==> src/rtl/comp8bit_cascade_if.sv <==
// ============================================================================
// Module      : comp8bit_cascade_if
// Description : Operand, cascade-in and registered result bundle for
//               comp8bit_cascade. The err signal exists only when
//               COMP8_CASCADE_CHECK_EN is defined.
// Revision    : 1.0 - initial release
// ============================================================================
`default_nettype none

interface comp8bit_cascade_if;
   logic [7:0] a;
   logic [7:0] b;
   logic       gt;
   logic       lt;
   logic       eq;
   logic       agtb;
   logic       altb;
   logic       aeqb;
`ifdef COMP8_CASCADE_CHECK_EN
   logic       err;
`endif

   // master drives operands and cascade-in; slave is the comparator
`ifdef COMP8_CASCADE_CHECK_EN
   modport master (output a, b, gt, lt, eq, input agtb, altb, aeqb, err);
   modport slave  (input a, b, gt, lt, eq, output agtb, altb, aeqb, err);
`else
   modport master (output a, b, gt, lt, eq, input agtb, altb, aeqb);
   modport slave  (input a, b, gt, lt, eq, output agtb, altb, aeqb);
`endif
endinterface

`default_nettype wire

==> src/rtl/comp8bit_cascade.sv <==
// ============================================================================
// Module      : comp8bit_cascade
// Description : 8-bit unsigned magnitude comparator with 7485-style cascade
//               inputs, built from two 4-bit slices, registered outputs.
//               Optional macro COMP8_CASCADE_CHECK_EN adds cascade checking.
// Revision    : 1.0 - initial release
// ============================================================================
`default_nettype none

module comp8bit_cascade (
   input  wire               clk,
   input  wire               rst,
   comp8bit_cascade_if.slave bus
);

   // result vector ordering {gt, lt, eq}
   function automatic logic [2:0] slice4(
      input logic [3:0] x,
      input logic [3:0] y,
      input logic [2:0] ci
   );
      logic [2:0] res;
      if (x > y)
         res = 3'b100;
      else if (x < y)
         res = 3'b010;
      else
         res = ci;
      return res;
   endfunction

   logic [2:0] w_cas_in;
   logic [2:0] w_lo;
   logic [2:0] w_hi;
   logic [2:0] w_res;
   logic [2:0] r_res;

   assign w_cas_in = {bus.gt, bus.lt, bus.eq};
   assign w_lo     = slice4(bus.a[3:0], bus.b[3:0], w_cas_in);
   assign w_hi     = slice4(bus.a[7:4], bus.b[7:4], w_lo);

`ifdef COMP8_CASCADE_CHECK_EN
   logic w_err;
   logic w_equal;
   logic r_err;

   assign w_err   = (w_cas_in != 3'b100) && (w_cas_in != 3'b010) &&
                    (w_cas_in != 3'b001);
   assign w_equal = (bus.a == bus.b);
   // a malformed cascade must not leak through as a result on a tie
   assign w_res   = (w_err && w_equal) ? 3'b000 : w_hi;

   always_ff @(posedge clk) begin
      if (rst)
         r_err <= 1'b0;
      else
         r_err <= w_err;
   end

   assign bus.err = r_err;
`else
   assign w_res = w_hi;
`endif

   always_ff @(posedge clk) begin
      if (rst)
         r_res <= 3'b000;
      else
         r_res <= w_res;
   end

   assign bus.agtb = r_res[2];
   assign bus.altb = r_res[1];
   assign bus.aeqb = r_res[0];

endmodule

`default_nettype wire

==> src/flat_wrapper.sv <==
// flat-port wrapper written by rule: the top's interface ports become plain ports
module comp8bit_cascade_flat 
  (clk, rst, bus_a, bus_b, bus_gt, bus_lt, bus_eq, bus_agtb, bus_altb, bus_aeqb);
  comp8bit_cascade_if bus_i ();
  input  wire clk;
  input  wire rst;
  input wire logic [$bits(bus_i.a)-1:0] bus_a;
  input wire logic [$bits(bus_i.b)-1:0] bus_b;
  input wire logic [$bits(bus_i.gt)-1:0] bus_gt;
  input wire logic [$bits(bus_i.lt)-1:0] bus_lt;
  input wire logic [$bits(bus_i.eq)-1:0] bus_eq;
  output wire logic [$bits(bus_i.agtb)-1:0] bus_agtb;
  output wire logic [$bits(bus_i.altb)-1:0] bus_altb;
  output wire logic [$bits(bus_i.aeqb)-1:0] bus_aeqb;
  assign bus_i.a = bus_a;
  assign bus_i.b = bus_b;
  assign bus_i.gt = bus_gt;
  assign bus_i.lt = bus_lt;
  assign bus_i.eq = bus_eq;
  assign bus_agtb = bus_i.agtb;
  assign bus_altb = bus_i.altb;
  assign bus_aeqb = bus_i.aeqb;
  comp8bit_cascade u_core (.clk(clk), .rst(rst), .bus(bus_i));
endmodule
==> config.mk <==
export PLATFORM = sky130hd
export DESIGN_NAME = comp8bit_cascade_flat
export DESIGN_NICKNAME = d
export VERILOG_FILES = /design/src/rtl/comp8bit_cascade_if.sv /design/src/rtl/comp8bit_cascade.sv /design/src/flat_wrapper.sv
export SDC_FILE = /design/constraint.sdc
export NUM_CORES = 1
export LEC_CHECK = 0
export ABC_CLOCK_PERIOD_IN_PS = 1900
export CAP_MARGIN = 40
export CORE_AREA = 2 2 39 41
export DETAILED_ROUTE_END_ITERATION = 12
export DIE_AREA = 0 0 41 43
export GPL_TIMING_DRIVEN = 0
export PLACE_DENSITY = 0.69
export SYNTH_ARGS = -nofsm -noshare
export SYNTH_HDL_FRONTEND = slang
export SYNTH_SLANG_ARGS = --single-unit
==> constraint.sdc <==
create_clock -name clk -period 1.9 [get_ports clk]
set_input_delay 0.57 -clock clk [delete_from_list [all_inputs] [get_ports clk]]
set_output_delay 0.57 -clock clk [all_outputs]
set_load 0.005 [all_outputs]
---- Word level (Yosys, flattened, before mapping) ----
Index checks and enable logic that the tools add are counted.
word-level totals
  register bits ........................... 3
  word-level logic and storage cells ...... 13
operators by class
  magnitude comparators ................... 4
  multiplexer cells ....................... 4
  reduce and logical (&&, ||, !) cells .... 2
operator list
  cell                           count
  3-bit two-way mux              4
  4-bit greater-than comparator  2
  4-bit < comparator             2
  5-bit OR reduction             1
  2-bit OR reduction             1

---- Logic depth before layout (Yosys ltp) ----
Gate-level depths: netlist of run 1.
  depth after elaboration ................. 5
  depth in mapped cells ................... 6
  depth with buffers taken out ............ 6

---- Least setup slack after synthesis of run 1 ----
Ideal clock, no wire load.
  path kind ............................... input port to flip-flop
  start ................................... input port bus_b[7]
  end ..................................... register u_core.r_res[2]
  library setup time ...................... 0.116 ns
  arrival ................................. 1.498 ns
  data required time ...................... 1.784 ns
  slack ................................... 0.287 ns
  stages .................................. 5
  path buffers ............................ 0
  cell sequence ........................... inv_1 ha_1 nand4_1 or3_1 and3_1
on the way
  word-level cells in the longest chain between the ends .. 3
  elaborated cells on any way between the ends .. 4
  classes of those cells .................. order compare: 2; mux: 2
RTL lines
  item                    RTL line                source
  start: declaration      flat_wrapper.sv:8       input wire logic [$bits(bus_i.b)-1:0] bus_b;
  4-bit < comparator      comp8bit_cascade.sv:25  else if (x < y)
  3-bit two-way mux       comp8bit_cascade.sv:25
  3-bit two-way mux *     comp8bit_cascade.sv:23  if (x > y)
  end signal: assignment  comp8bit_cascade.sv:69  r_res <= w_res;
  end: declaration        comp8bit_cascade.sv:36  logic [2:0] r_res;
Mark *: on every way between the ends. The rest lies on a longest branch, timed or not.
A chain may end at the register's enable or synchronous reset.

---- Worst setup path in the final report of run 1 ----
  start ................................... input port bus_b[6]
  end ..................................... register u_core.r_res[2]
The elaborated chain is that of the path after synthesis.

==> reports/metrics.csv, run 1 <==
metric;value;unit
Async SR Flop Fraction;0;
Worst-Margin Slew;0.207;ns
core box area;1380;um2
Largest register FFs;3;
crit end category;register;
Setup crit start kind;input pin;
largest net degree at the start of global routing;5;
clock power share;0.394;
library cells used by synthesis;15;
maxcap violations;0;
area grow syn2layout;108;%
cell with the most instances after synthesis;inv_1;
maximum vdd ir drop;0.179;mV
vias post-DR;369;
Reg with most FFs;u_core.r_res;
Hold Path Class;in2reg;
vias per cell;4.56;
clock tree sinks;3;
Switching Fraction;0.255;
Internal Power;0.216;mW
area leader, netlist;ha_1;
Max FO, Critical Path;3;
Most used DFF post-synth;dfxtp_1;
CTS tree;done;
Post-Synthesis Cells;38;
TritonCTS Buffers;3;
Logic pwr share;0.370;
die width;41;um
fraction of layout cells with a size suffix above 1;0.138;
Rows;14;
Synth Warn #;0;
Post-synth EDFFs;0;
Hold Path Sink;u_core.r_res[1]$_SDFF_PP0_;
top flop regs;u_core.r_res x3;
port bufs;23;
crit path time final;1.85;ns
Total Wirelength;765;um
pwr dens;459;nW/um2
Nets;95;
Worst slew margin;0.862;
DR iter-0 viols;2;
Tcrit/Tclk final;0.971;
Global Route Usage Sum;0.0912;
Final Slew Violations;0;
vias in the first global route;333;
detailed placement HPWL;589;um
clk root buf;clkbuf_4;
routability cong.;0.683;
count of final setup violators;0;
CP arrival;1.97;ns
post-synthesis sequential area ratio;0.198;
Antenna diodes;0;
Hold Path Depth;2;
Mapped Area;304;um2
# hold bufs at CTS;0;
Setup Crit Path Kind;in2reg;
Synth area leaders;ha_1, dfxtp_1, inv_1;
Critical Path RT;2.03;ns
outcome;complete, no violations;
Leakage;0.276;nW
Max Clk Rate;542;MHz
DIE HEIGHT;43;um
CTS clock-pin slew for the worst setup and hold paths;0.04;ns
first-pass GRT wire length;1100;um
die area;1760;um2
Syn Nets;67;
1st-pass router iterations;2;
initial core utilization;0.220;
WL/cell;9.44;um
antenna violations before repair;0;
top cell type's share of synthesized area;0.329;
FF+latch count, synth;3;
grt ovf;0;
final hold violations;0;
worst hold start;rst;
Reg power frac;0.236;
# H-tree levels;1;
DRC;0;
remaining antenna violation count;0;
clock tree buffer depth;2;
I/O pin cnt;24;
Tot Pwr;0.291;mW
net switching power figure;0.0742;mW
Post-synth top cells;inv_1, ha_1, a21oi_1;
setup_tns;0;ns
mean cell area of the mapped netlist;8.00;um2
FILL cells;148;
-- area by class of cell --
cell class	instances	area, um2	share of cell area
well taps	16	20.0	0.0316
multi-input cells	26	260	0.411
repair buffers	23	233	0.368
inverters	9	33.8	0.0534
flip-flops and latches	3	60.1	0.0949
clock buffers	4	26.3	0.0415
-- cell families (layout without fill, tap and decap cells) --
| group | count (synthesis) | after routing | share of synthesized area |
|---|---|---|---|
| AO/OA/AOI/OAI | 9 | 9 | 0.173 |
| adder cells (fa/ha/maj) | 8 | 8 | 0.329 |
| buffers and inverters | 9 | 36 | 0.111 |
| flip-flops | 3 | 3 | 0.198 |
| AND/OR/NAND/NOR | 9 | 9 | 0.189 |
-- cell usage in the layout (no fill, tap or decap), drive strengths merged --
cell type,instances
o211ai,2
a22oi,1
o21ai,1
nor2b,1
dfxtp,3
clkbuf,4
clkdlybuf4s50,22
dlymetal6s2s,1
ha,8
nand2,1
or3,1
a21oi,5
inv,9
and3,1
nor2,1
and4,2
nand4,2
-- what timing repair did --
action                     CTS  global route
pin swaps                    0             4
setup endpoints to repair    1             2
gates resized for setup      1             5
buffers inserted             0             0
-- critical path: stages --
cell and delay (ns):
clkdlybuf4s50_1 0.46, inv_1 0.06, ha_4 0.26, nand4_1 0.09, or3_1 0.34, and3_1 0.18
-- per-stage QoR --
stage               instance area [um2]  hold WS, ns  worst slack [ns]  cells   util
floorplan                           304        0.639             0.287     38      -
global placement                    554         1.14            -0.237     77  0.401
detailed placement                  554         1.15            -0.250     77  0.401
CTS                                 593        0.916            0.0222     81  0.429
global route                        633        0.913          -0.00883     81  0.458
finish                              633        0.917            0.0547     81  0.458
-- power by group through the flow --
stage	combinational, mW	clock, mW	sequential (mW)
final	0.108	0.115	0.0685
after global routing	0.121	0.126	0.0688
after CTS	0.100	0.116	0.0686
after detailed placement	0.0961	0	0.0696
after global placement	0.0945	0	0.0692
after floorplan	0.0382	0	0.0701
-- metal layers --
metal  wire [um]  share of wire  global-route usage  vias to the layer above
li1            -              -                   -                      188
met1         274           0.36              0.0895                      163
met2         413           0.54               0.156                       16
met5           0              0                   0                        -
met4           8          0.010              0.0600                        0
met3          67          0.088              0.0209                        2
-- worst max path at each step --
stage | startpoint | to
after floorplan | bus_b[7] | u_core.r_res[2]$_SDFF_PP0_
after global routing | bus_b[6] | u_core.r_res[2]$_SDFF_PP0_
after global placement | bus_b[7] | u_core.r_res[2]$_SDFF_PP0_
final | bus_b[6] | u_core.r_res[2]$_SDFF_PP0_
after CTS | bus_b[5] | u_core.r_res[0]$_SDFF_PP0_
after detailed placement | bus_b[7] | u_core.r_res[2]$_SDFF_PP0_
Power figures use the tool's default switching activity.
==> inputs of run 2 (changes only) <==
ABC_CLOCK_PERIOD_IN_PS = not set   (was 1900)
CTS_CLUSTER_DIAMETER = 80   (was not set)
==> results of run 2 <==
The final DEF is identical to that of run 1; final timing and power are the same.
